### src/rtl/picobello_mesh_edge_responder_pkg.sv
// Shared definitions for the mesh edge responder: response code, FSM state
// encoding, mesh geometry and the tie-off predicate used by the mesh generate.
package picobello_mesh_edge_responder_pkg;

    localparam int unsigned NumXMesh = 4;
    localparam int unsigned NumYMesh = 4;

    // Coordinate width that holds NumXMesh-1 and NumYMesh-1.
    localparam int unsigned MeshCoordW =
        ($clog2(NumXMesh) > $clog2(NumYMesh)) ? $clog2(NumXMesh) : $clog2(NumYMesh);

    // Every terminated transaction is answered with DECERR.
    localparam logic [1:0] RespDecErr = 2'b11;

    typedef enum logic [1:0] {
        IDLE    = 2'd0,
        W_DRAIN = 2'd1,
        R_RESP  = 2'd2,
        B_RESP  = 2'd3
    } edge_rsp_state_e;

    typedef enum logic [1:0] {
        DIR_NORTH = 2'd0,
        DIR_EAST  = 2'd1,
        DIR_SOUTH = 2'd2,
        DIR_WEST  = 2'd3
    } mesh_dir_e;

    // True when the port of tile (x,y) facing dir leaves the mesh.
    function automatic bit is_tie_off(input int unsigned x, input int unsigned y,
                                      input mesh_dir_e dir);
        case (dir)
            DIR_WEST:  return x == 0;
            DIR_EAST:  return x == NumXMesh - 1;
            DIR_SOUTH: return y == 0;
            default:   return y == NumYMesh - 1;
        endcase
    endfunction

endpackage

### src/rtl/picobello_mesh_edge_responder.sv
// Terminates a tied-off mesh port: consumes misrouted requests and answers
// each one with a DECERR response routed back to the originating tile.
module picobello_mesh_edge_responder
    import picobello_mesh_edge_responder_pkg::*;
#(
    parameter int unsigned TileX  = 0,
    parameter int unsigned TileY  = 0,
    parameter int unsigned CoordW = 2,
    parameter int unsigned IdW    = 4,
    parameter int unsigned LenW   = 8,
    parameter int unsigned CntW   = 16
) (
    input  logic              clk_i,
    input  logic              rst_ni,
    input  logic              req_valid_i,
    output logic              req_ready_o,
    input  logic              req_hdr_i,
    input  logic              req_write_i,
    input  logic [CoordW-1:0] req_src_x_i,
    input  logic [CoordW-1:0] req_src_y_i,
    input  logic [IdW-1:0]    req_id_i,
    input  logic [LenW-1:0]   req_len_i,
    input  logic              req_last_i,
    output logic              rsp_valid_o,
    input  logic              rsp_ready_i,
    output logic [CoordW-1:0] rsp_dst_x_o,
    output logic [CoordW-1:0] rsp_dst_y_o,
    output logic [CoordW-1:0] rsp_src_x_o,
    output logic [CoordW-1:0] rsp_src_y_o,
    output logic [IdW-1:0]    rsp_id_o,
    output logic              rsp_write_o,
    output logic              rsp_last_o,
    output logic [1:0]        rsp_resp_o,
    input  logic              clr_i,
    output logic              err_o,
    output logic [CntW-1:0]   err_cnt_o,
    output logic [CntW-1:0]   stray_cnt_o
);

    edge_rsp_state_e   state_q, state_d;
    logic [LenW-1:0]   cnt_q, cnt_d;
    logic [CoordW-1:0] dst_x_q, dst_x_d;
    logic [CoordW-1:0] dst_y_q, dst_y_d;
    logic [IdW-1:0]    id_q, id_d;
    logic              rsp_valid_q, rsp_valid_d;
    logic              rsp_write_q, rsp_write_d;
    logic              rsp_last_q, rsp_last_d;
    logic              err_q, err_d;

    logic              req_hs;
    logic              rsp_hs;
    logic              hdr_hs;
    logic [1:0]        stat_inc;
    logic [CntW-1:0]   stat_cnt_q [2];

    // Request acceptance: always in IDLE, data-only while draining, never
    // while a response is pending (that is the single-outstanding stall).
    always_comb begin
        req_ready_o = 1'b0;
        case (state_q)
            IDLE:    req_ready_o = 1'b1;
            W_DRAIN: req_ready_o = !req_hdr_i;
            default: req_ready_o = 1'b0;
        endcase
    end

    assign req_hs = req_valid_i && req_ready_o;
    assign rsp_hs = rsp_valid_q && rsp_ready_i;
    assign hdr_hs = req_hs && req_hdr_i;

    // Next-state and next response register contents; response fields only
    // change when a new response is loaded, so they hold while stalled.
    always_comb begin
        state_d     = state_q;
        cnt_d       = cnt_q;
        dst_x_d     = dst_x_q;
        dst_y_d     = dst_y_q;
        id_d        = id_q;
        rsp_valid_d = rsp_valid_q;
        rsp_write_d = rsp_write_q;
        rsp_last_d  = rsp_last_q;
        case (state_q)
            IDLE: begin
                if (hdr_hs) begin
                    dst_x_d = req_src_x_i;
                    dst_y_d = req_src_y_i;
                    id_d    = req_id_i;
                    cnt_d   = req_len_i;
                    if (req_write_i) begin
                        state_d = W_DRAIN;
                    end else begin
                        state_d     = R_RESP;
                        rsp_valid_d = 1'b1;
                        rsp_write_d = 1'b0;
                        rsp_last_d  = (req_len_i == '0);
                    end
                end
            end
            W_DRAIN: begin
                // Beat count is deliberately ignored; only last ends the burst.
                if (req_hs && req_last_i) begin
                    state_d     = B_RESP;
                    rsp_valid_d = 1'b1;
                    rsp_write_d = 1'b1;
                    rsp_last_d  = 1'b1;
                end
            end
            R_RESP: begin
                if (rsp_hs) begin
                    if (cnt_q == '0) begin
                        state_d     = IDLE;
                        rsp_valid_d = 1'b0;
                    end else begin
                        cnt_d      = cnt_q - LenW'(1);
                        rsp_last_d = (cnt_q == LenW'(1));
                    end
                end
            end
            B_RESP: begin
                if (rsp_hs) begin
                    state_d     = IDLE;
                    rsp_valid_d = 1'b0;
                end
            end
            default: state_d = IDLE;
        endcase
    end

    // FSM and response register; reset abandons any partial burst.
    always_ff @(posedge clk_i) begin
        if (!rst_ni) begin
            state_q     <= IDLE;
            cnt_q       <= '0;
            dst_x_q     <= '0;
            dst_y_q     <= '0;
            id_q        <= '0;
            rsp_valid_q <= 1'b0;
            rsp_write_q <= 1'b0;
            rsp_last_q  <= 1'b0;
        end else begin
            state_q     <= state_d;
            cnt_q       <= cnt_d;
            dst_x_q     <= dst_x_d;
            dst_y_q     <= dst_y_d;
            id_q        <= id_d;
            rsp_valid_q <= rsp_valid_d;
            rsp_write_q <= rsp_write_d;
            rsp_last_q  <= rsp_last_d;
        end
    end

    // Sticky error flag: set by any header, clear has priority.
    always_comb begin
        err_d = err_q;
        if (clr_i) begin
            err_d = 1'b0;
        end else if (hdr_hs) begin
            err_d = 1'b1;
        end
    end

    // Sticky error flag register.
    always_ff @(posedge clk_i) begin
        if (!rst_ni) begin
            err_q <= 1'b0;
        end else begin
            err_q <= err_d;
        end
    end

    // Counter 0 counts terminated headers, counter 1 counts stray data flits
    // arriving while no transaction is open.
    assign stat_inc[0] = hdr_hs;
    assign stat_inc[1] = req_hs && !req_hdr_i && (state_q == IDLE);

    for (genvar gi = 0; gi < 2; gi++) begin : g_stat_cnt
        // Saturating status counter; clear wins over a coincident increment.
        always_ff @(posedge clk_i) begin
            if (!rst_ni || clr_i) begin
                stat_cnt_q[gi] <= '0;
            end else if (stat_inc[gi] && (stat_cnt_q[gi] != {CntW{1'b1}})) begin
                stat_cnt_q[gi] <= stat_cnt_q[gi] + CntW'(1);
            end
        end
    end

    assign err_o       = err_q;
    assign err_cnt_o   = stat_cnt_q[0];
    assign stray_cnt_o = stat_cnt_q[1];

    assign rsp_valid_o = rsp_valid_q;
    assign rsp_dst_x_o = dst_x_q;
    assign rsp_dst_y_o = dst_y_q;
    assign rsp_src_x_o = CoordW'(TileX);
    assign rsp_src_y_o = CoordW'(TileY);
    assign rsp_id_o    = id_q;
    assign rsp_write_o = rsp_write_q;
    assign rsp_last_o  = rsp_last_q;
    assign rsp_resp_o  = RespDecErr;

endmodule
### config.mk
export PLATFORM = sky130hd
export DESIGN_NAME = picobello_mesh_edge_responder
export DESIGN_NICKNAME = d
export VERILOG_FILES = /design/src/rtl/picobello_mesh_edge_responder_pkg.sv /design/src/rtl/picobello_mesh_edge_responder.sv
export SDC_FILE = /design/constraint.sdc
export NUM_CORES = 1
export LEC_CHECK = 0
export CAP_MARGIN = 15
export CELL_PAD_IN_SITES_DETAIL_PLACEMENT = 0
export CELL_PAD_IN_SITES_GLOBAL_PLACEMENT = 1
export CORE_MARGIN = 3
export CORE_UTILIZATION = 37
export DETAILED_ROUTE_END_ITERATION = 10
export PLACE_DENSITY = 0.77
export SETUP_SLACK_MARGIN = 0.1
export SLEW_MARGIN = 10
export SYNTH_ARGS = -nofsm -noshare
export SYNTH_HDL_FRONTEND = slang
export SYNTH_SLANG_ARGS = --single-unit
export TNS_END_PERCENT = 100
### constraint.sdc
create_clock -name clk_i -period 3.3 [get_ports clk_i]
set_clock_uncertainty 0.05 [all_clocks]
set_input_delay 0.495 -clock clk_i [delete_from_list [all_inputs] [get_ports clk_i]]
set_output_delay 0.495 -clock clk_i [all_outputs]
set_load 0.005 [all_outputs]
* After elaboration in Yosys (flattened, before gate mapping)
Memories as Yosys holds them, arrays and structs flattened.
Cells that the tools add are included.
** Cells by class
- Equality and inequality tests :: 13
- Add/sub/neg operators :: 3
- Reductions and logical operators :: 24
- Bitwise operators :: 3
- Mux-type cells :: 37
** Operators by type and width (count)
- adder 16 x 1 -> 16 bit, second input constant :: 2
- two-way mux 16 bit :: 2
- inequality test 16 bit, second input constant :: 2
- two-way mux 8 bit :: 3
- two-way mux 1 bit :: 20
- zero test 8 bit :: 2
- case mux 8 bit (2 select lines) :: 1
- inequality test 2 bit, second input constant :: 7
- two-way mux 2 bit :: 6
- AND reduction 6 bit :: 2
- equality test 8 x 1 -> 1 bit, second input constant :: 1
- logical AND 1 bit :: 8
- case mux 2 bit (4 select lines) :: 1
- AND reduction 4 bit :: 2
- subtractor 8 x 1 -> 8 bit, second input constant :: 1
- AND reduction 5 bit :: 1
- equality test 2 bit, second input constant :: 2
- case mux 1 bit (2 select lines) :: 2
- case mux 1 bit (4 select lines) :: 1
- nonzero test 2 bit :: 2
- case mux 1 bit (3 select lines) :: 1
- nonzero test 3 bit :: 1
- equality test 2 x 1 -> 1 bit, second input constant :: 1
- zero test 1 bit :: 2
- other kinds (6) :: 7
** Storage, ports and cells
- Output and inout port bits :: 51
- Register bits :: 22
- Input port bits :: 24
- Bits in writable memories :: 32
- Memories :: 1
** Memories
- stat_cnt_q :: words 2, bits a word 16, read ports 2, clocked after memory_dff 0, wr ports 2, RTL line picobello_mesh_edge_responder.sv:54 : logic [CntW-1:0] stat_cnt_q [2];

* Longest topological paths before layout
Gate-level depths: netlist of run 1.
- Depth after elaboration :: 10
- Gate-level depth with buffers :: 9
- Depth with buffers taken out :: 7

* Worst setup path before layout of run 1
No wires, ideal clock.
- Kind :: register -> register
- From :: memory stat_cnt_q[0][0]
- To :: memory stat_cnt_q[0][0] (enable)
- Period minus slack after synthesis :: 2.705 ns
- Stages on the path, launching flop included :: 6
- Data arrival time :: 2.244 ns
- Slack :: 0.595 ns
- Setup time :: 0.411 ns
- Buffers on the path :: 0
- Cells stage by stage :: edfxtp_1 > ha_1 > nand3_1 > nor3_1 > and3_1 > o21ai_0
** RTL lines (RTL line)
- start: declaration :: picobello_mesh_edge_responder.sv:54

* Worst setup path after layout of run 1
- From :: register state_q[0]
- To :: output port req_ready_o
** On the way
- Word-level cells in the longest chain between the ends :: 2
- Elaborated cells on any way between the ends :: 3
- Those cells by class :: eq/ne: 1; mux: 1; reduce/logical: 1
** RTL lines
- start: declaration :: RTL line picobello_mesh_edge_responder.sv:40 : edge_rsp_state_e state_q, state_d;
- start signal: assignment :: RTL line picobello_mesh_edge_responder.sv:141 : state_q <= state_d;
- equality test 2 x 1 -> 1 bit / zero test 2 bit (equally long branches) :: RTL line picobello_mesh_edge_responder.sv:60 : case (state_q)
- case mux 1 bit (2 select lines) * :: RTL line picobello_mesh_edge_responder.sv:60
- end: declaration :: RTL line picobello_mesh_edge_responder.sv:16 : output logic req_ready_o,
Every way passes the cells marked *; elsewhere a longest branch is shown, timed or not.

==> flow_summary.toml, run 1 <==
[synth]
synthesis.area_sq_mm = 0.00303
synth_most_common_cell = "nor2_1"
synth_edf_count = 32
syn_avg_cell_area_sq_um = 9.22
synth.largest_area_cell = "edfxtp_1"
yosysTopAreaCellShare_pct = 31.7
yosysSeqAreaShare_pct = 46.2
postSynthCellCount = 329
ys_ff_latch = 54
yosysWarnings = 0
synthFlopType = "edfxtp_1"
synth.top_cells.by_area = "edfxtp_1 (32%), dfxtp_1 (15%), nor2_1 (6.2%)"
yosysUniqueCellTypes = 54
synth.top_cells.by_count = "nor2_1 (50), nand2_1 (38), edfxtp_1 (32)"
synthArstFlopShare_pct = 0

[worst_hold_path]
hp-class = "reg -> reg"
worstHoldStart = "rsp_dst_y_o[1]"

[global_route]
grt.overflow.total = 0
grt_pass1_wl_microns = 11100
antenna_found_initial = 0
grt_usage_pct = 15.1
grt_pass1_vias = 2378
grt_max_degree = 18

[routing]
avgRoutedWirePerCell_microns = 13.8
drc = 0
routed_wirelength_microns = 6880
drtIter0Drc = 115
vias = 2517
ant_nets = 0
avgViaCountPerCell = 5.06
dr.pass1.iters = 4

[cts]
clock-sinks = 54
cts_tree = "yes"
cts_buffer_depth = 2
cts_setup_buffers = 0
cts_hold_repair.buffers = 0
cts-resized-gates = 0
path_clk_slew_ns = 0.11
cts_buffers = 5
insertion_delay_ns = 0.31
h-tree-depth = 2
root_buffer = "clkbuf_8"

[place]
dp_hpwl_microns = 5050
gp_congestion = 0.834
numPortBuffers = 68

[final_layout]
nets = 427
antenna_cells = 0
synthToLayoutAreaGrowth_pct = 27.6
drive_above_1_share_pct = 5.82

[sta]
final-setup-viol-count = 0
max_freq_mhz = 412
post-route-period-util_pct = 73.5
rsz0062_at_grt = "no"
slew-limit-headroom_pct = 61.9
fin_crit_ns = 2.43
timing.setup.tns_ns = 0
finalHoldViolCount = 0
worst_slew_pin_slew_ns = 0.571
slew_viol_final = 0

[power_and_ir_drop]
pwr-share-clk_pct = 17.7
ir_drop_mv = 0.250
power_frac_seq_pct = 43.1
p_switching_uw = 774
intPower_uw = 1370
powerDensity_mw_per_mm2 = 554
sw_frac_of_total_pct = 36.1
p_comb_share_pct = 39.2
p_leak_uw = 0.00136
total_power_uw = 2140

[floorplan]
start_util_pct = 38.7
die_x_microns = 96.6
die-area_sq_mm = 0.00932
coreArea_sq_mm = 0.00785
die_y_microns = 96.6
num_rows = 32
io_pins = 75

[run]
maxCapViolations = 0

[worst_setup_path]
path_max_fanout = 15
r2r-start = "state_q[0]"
arrival_ns = 1.88
startpoint_type = "flop"
slowest_delay_ns = 0.50
cp-startpoint = "state_q[0]"
cp.required_ns = 2.75
end_kind = "output port"
path_class = "reg -> out"
worst_path_max_delay_cell = "clkdlybuf4s50_1"
worstPathCellList = "inv_1 -> ha_1 -> a21o_1 -> clkdlybuf4s50_1"

[status]
status = "completed"
flip-flops by register name, summed over array words and instances (netlist names):
register and cells:
cnt_q 8, err_o 1, rsp_dst_x_o 2, rsp_dst_y_o 2
rsp_id_o 4, rsp_last_o 1, rsp_valid_o 1, rsp_write_o 1
stat_cnt_q 32, state_q 2
per-layer routing:
metal	vias to the layer above	global-route usage [%]	part of all wire (%)
met4	0	4.67	1.2
met1	1180	19.7	45
li1	1268	-	-
met2	60	25.6	50
met5	-	0	0
met3	9	2.40	4.4
power groups by stage:
stage / logic, uW / registers [uW] / clock network [uW]
floorplan: 571 / 922 / 0
global placement: 834 / 938 / 0
detailed placement: 843 / 939 / 0
CTS: 848 / 925 / 396
global route: 939 / 944 / 421
finish: 840 / 924 / 379
logic make-up after synthesis:
logic type,after synthesis,synth area share [%]
muxes,2,0.660
other,2,0.248
DFF,54,46.2
buffers and inverters,31,5.32
xor gates and xnor gates,29,8.37
adders and majority gates,9,3.71
AOI/OAI and AO/OA,52,11.5
and+or+nand+nor,150,24.0
critical path: cells and delay by family (launching register included):
kind	cells	cell delay, ns
AO/OA/AOI/OAI	1	0.14
adder cells (fa/ha/maj)	1	0.48
buffers and inverters	2	0.60
flip-flops	1	0.35
path summary, 6_finish.rpt:
| check | slack, ns | to | depth (start not counted) |
|---|---|---|---|
| hold reg to reg | 0.41 | rsp_dst_y_o[1] | 2 |
| setup reg to reg | 0.98 | cnt_q[5] | 8 |
| setup / recovery | 0.87 | req_ready_o | 4 |
| hold / removal | 0.41 | rsp_dst_y_o[1] | 2 |
layout by cell type, fill, tap and decap left out, drive strengths merged, types with 6 or more instances in the layout:
master	n
xor2	17
dfxtp	22
buf	6
inv	12
o21ai	9
xnor2	12
conb	6
nand2	38
nor2	50
ha	9
a21oi	19
clkdlybuf4s50	68
edfxtp	32
nand3	12
nand4	6
nor3	12
per-stage QoR:
stage	instance area, sq um	setup slack (ns)	util, %	hold WS, ns	std cells
after CTS	3870	0.833	49.3	0.414	497
final	3870	0.875	49.3	0.409	497
after global placement	3780	0.862	48.2	0.398	489
after detailed placement	3780	0.809	48.2	0.400	489
after global routing	3870	0.738	49.3	0.440	497
after floorplan	3050	0.595	-	0.403	333
layout make-up:
type | count | area, sq um
multi-input combinational | 248 | 1490
clock inverter | 3 | 20.0
timing repair buffer | 74 | 726
inverter | 11 | 41.3
tap | 102 | 128
clock buffer | 5 | 68.8
sequential | 54 | 1400
fill | 784 | 3980
Note: power is estimated with default switching activity, not from simulation.
==> inputs of run 2 (changes only) <==
Settings changed: CORE_UTILIZATION 37 to 33, PLACE_DENSITY 0.77 to 0.72.
Clock period 3.3 ns to 2 ns, I/O delays scaled along.
==> run 2 against run 1 <==
Sequential power is 61% higher. Final cell count rose by 11%. Hold slack improved by 0.0015 ns. Register-to-register slack worse by 0.82 ns. Die area grew 11%. Power increased by 89%. Sequential share of layout area down 4.3 points. Largest power group is now combinational cells. Routed wire length grew 9.1%. Via count grew 6.7%. First-iteration DRC count fell by 43%. Critical endpoint is now cnt_q[3]. Critical path type is now reg -> reg.
==> flow_summary.toml, run 2 (synthesis results as in run 1) <==
[status]
status = "completed"

[routing]
drc = 0
avgViaCountPerCell = 4.87
vias = 2685
drtIter0Drc = 66
ant_nets = 0
routed_wirelength_microns = 7510
avgRoutedWirePerCell_microns = 13.6
dr.pass1.iters = 4

[worst_setup_path]
r2r_end = "cnt_q[3]"
path_max_fanout = 3
r2r-start = "state_q[1]"
end_kind = "flop"
cp-startpoint = "state_q[1]"
timing.critical_path.to = "cnt_q[3]"
r2r_cells = 7
path_class = "reg -> reg"
arrival_ns = 1.99
startpoint_type = "flop"
r2r_slack_ns = 0.16
cp.required_ns = 2.14

[sta]
final-setup-viol-count = 0
post-route-period-util_pct = 92.2
max_freq_mhz = 542
fin_crit_ns = 1.84
finalHoldViolCount = 0
rsz0062_at_grt = "yes"
fin_hold_ws_ns = 0.411
slew_viol_final = 0

[global_route]
grt_pass1_wl_microns = 12200
grt.overflow.total = 0
grt_usage_pct = 14.4
grt_max_degree = 18
grt_pass1_vias = 2608
antenna_found_initial = 0

[place]
gp_congestion = 0.781
dp_hpwl_microns = 5420
numPortBuffers = 68

[cts]
insertion_delay_ns = 0.30
cts_tree = "yes"
root_buffer = "clkbuf_8"
h-tree-depth = 2
cts_buffers = 5
path_clk_slew_ns = 0.10
clock-sinks = 54
cts_hold_repair.buffers = 0
cts_buffer_depth = 2

[floorplan]
die_y_microns = 102
die_x_microns = 102
num_rows = 34
io_pins = 75
coreArea_sq_mm = 0.00881
die-area_sq_mm = 0.0104
start_util_pct = 34.5

[final_layout]
antenna_cells = 0
largest_register_ffs = 32
nFillCells = 865
multi_input_area_sq_mm = 0.00162
regArea_sq_mm = 0.00141
fin_util_pct = 50.1
nets = 475
final_cell_mix = "clkdlybuf4s50_1 (66), nor2_1 (49), buf_4 (47), nand2_1 (38), edfxtp_1 (32)"
synthToLayoutAreaGrowth_pct = 45.4
largest-register = "stat_cnt_q"
layout_commonest_cell = "clkdlybuf4s50_1"
drive_above_1_share_pct = 22.3

[worst_hold_path]
worstHoldStart = "rsp_dst_y_o[0]"
hp-class = "reg -> reg"

[power_and_ir_drop]
powerDensity_mw_per_mm2 = 916
total_power_uw = 4040
ir_drop_mv = 0.465
p_leak_uw = 0.00161

[run]
maxCapViolations = 0
-- run 2: worst min path at each step --
stage,end,slack (ns),cells past startpoint
6_report,rsp_dst_y_o[0],0.41,2
2_1_floorplan,rsp_dst_x_o[0],0.39,2
5_1_grt,rsp_dst_y_o[0],0.43,2
3_3_place_gp,rsp_dst_x_o[0],0.40,2
3_5_place_dp,rsp_dst_y_o[0],0.40,2
4_1_cts,rsp_dst_y_o[0],0.42,2
-- run 2: worst max-delay path, cell delays in order (launching register included) --
cell and delay, ns:
dfxtp_2 0.35, buf_4 0.12, ha_2 0.17, inv_1 0.05
o21a_1 0.21, or4_4 0.51, o2111ai_2 0.19, o21ai_1 0.09
-- run 2: through the flow --
step / cell area [sq um] / std cells / setup slack [ns] / TNS [ns]
final: 4410 / 551 / 0.156 / 0
after CTS: 4250 / 540 / 0.101 / 0
after global placement: 4070 / 526 / -0.0882 / -1.25
after detailed placement: 4070 / 526 / -0.139 / -2.76
after floorplan: 3070 / 333 / 0.0785 / 0
after global routing: 4410 / 551 / 0.0661 / 0
-- run 2: final cells by class --
type / count / area share [%]
clock inverters: 2 / 0.312
clock buffers: 6 / 1.64
repair buffers: 121 / 25.3
flip-flops and latches: 54 / 31.9
inverters: 11 / 0.993
multi-input cells: 249 / 36.8
well taps: 108 / 3.06
-- run 2: metal layers --
layer | global-route usage (%) | share of wire (%) | vias up | wire, microns
met5 | 0 | 0 | - | 0
met2 | 24.7 | 49 | 51 | 3690
li1 | - | - | 1372 | -
met4 | 3.03 | 0.69 | 0 | 52
met1 | 19.0 | 47 | 1258 | 3500
met3 | 2.80 | 3.6 | 4 | 268
-- run 2: power by group --
part / internal [uW] / switching (uW)
Clock: 249 / 363
Combinational: 1010 / 929
Sequential: 1360 / 139
-- run 2: repair_timing --
item                       CTS  global route
buffers inserted             5            11
cloned                       1             0
pin swaps                    4             7
setup endpoints to repair   20            57
resized for setup           19            17
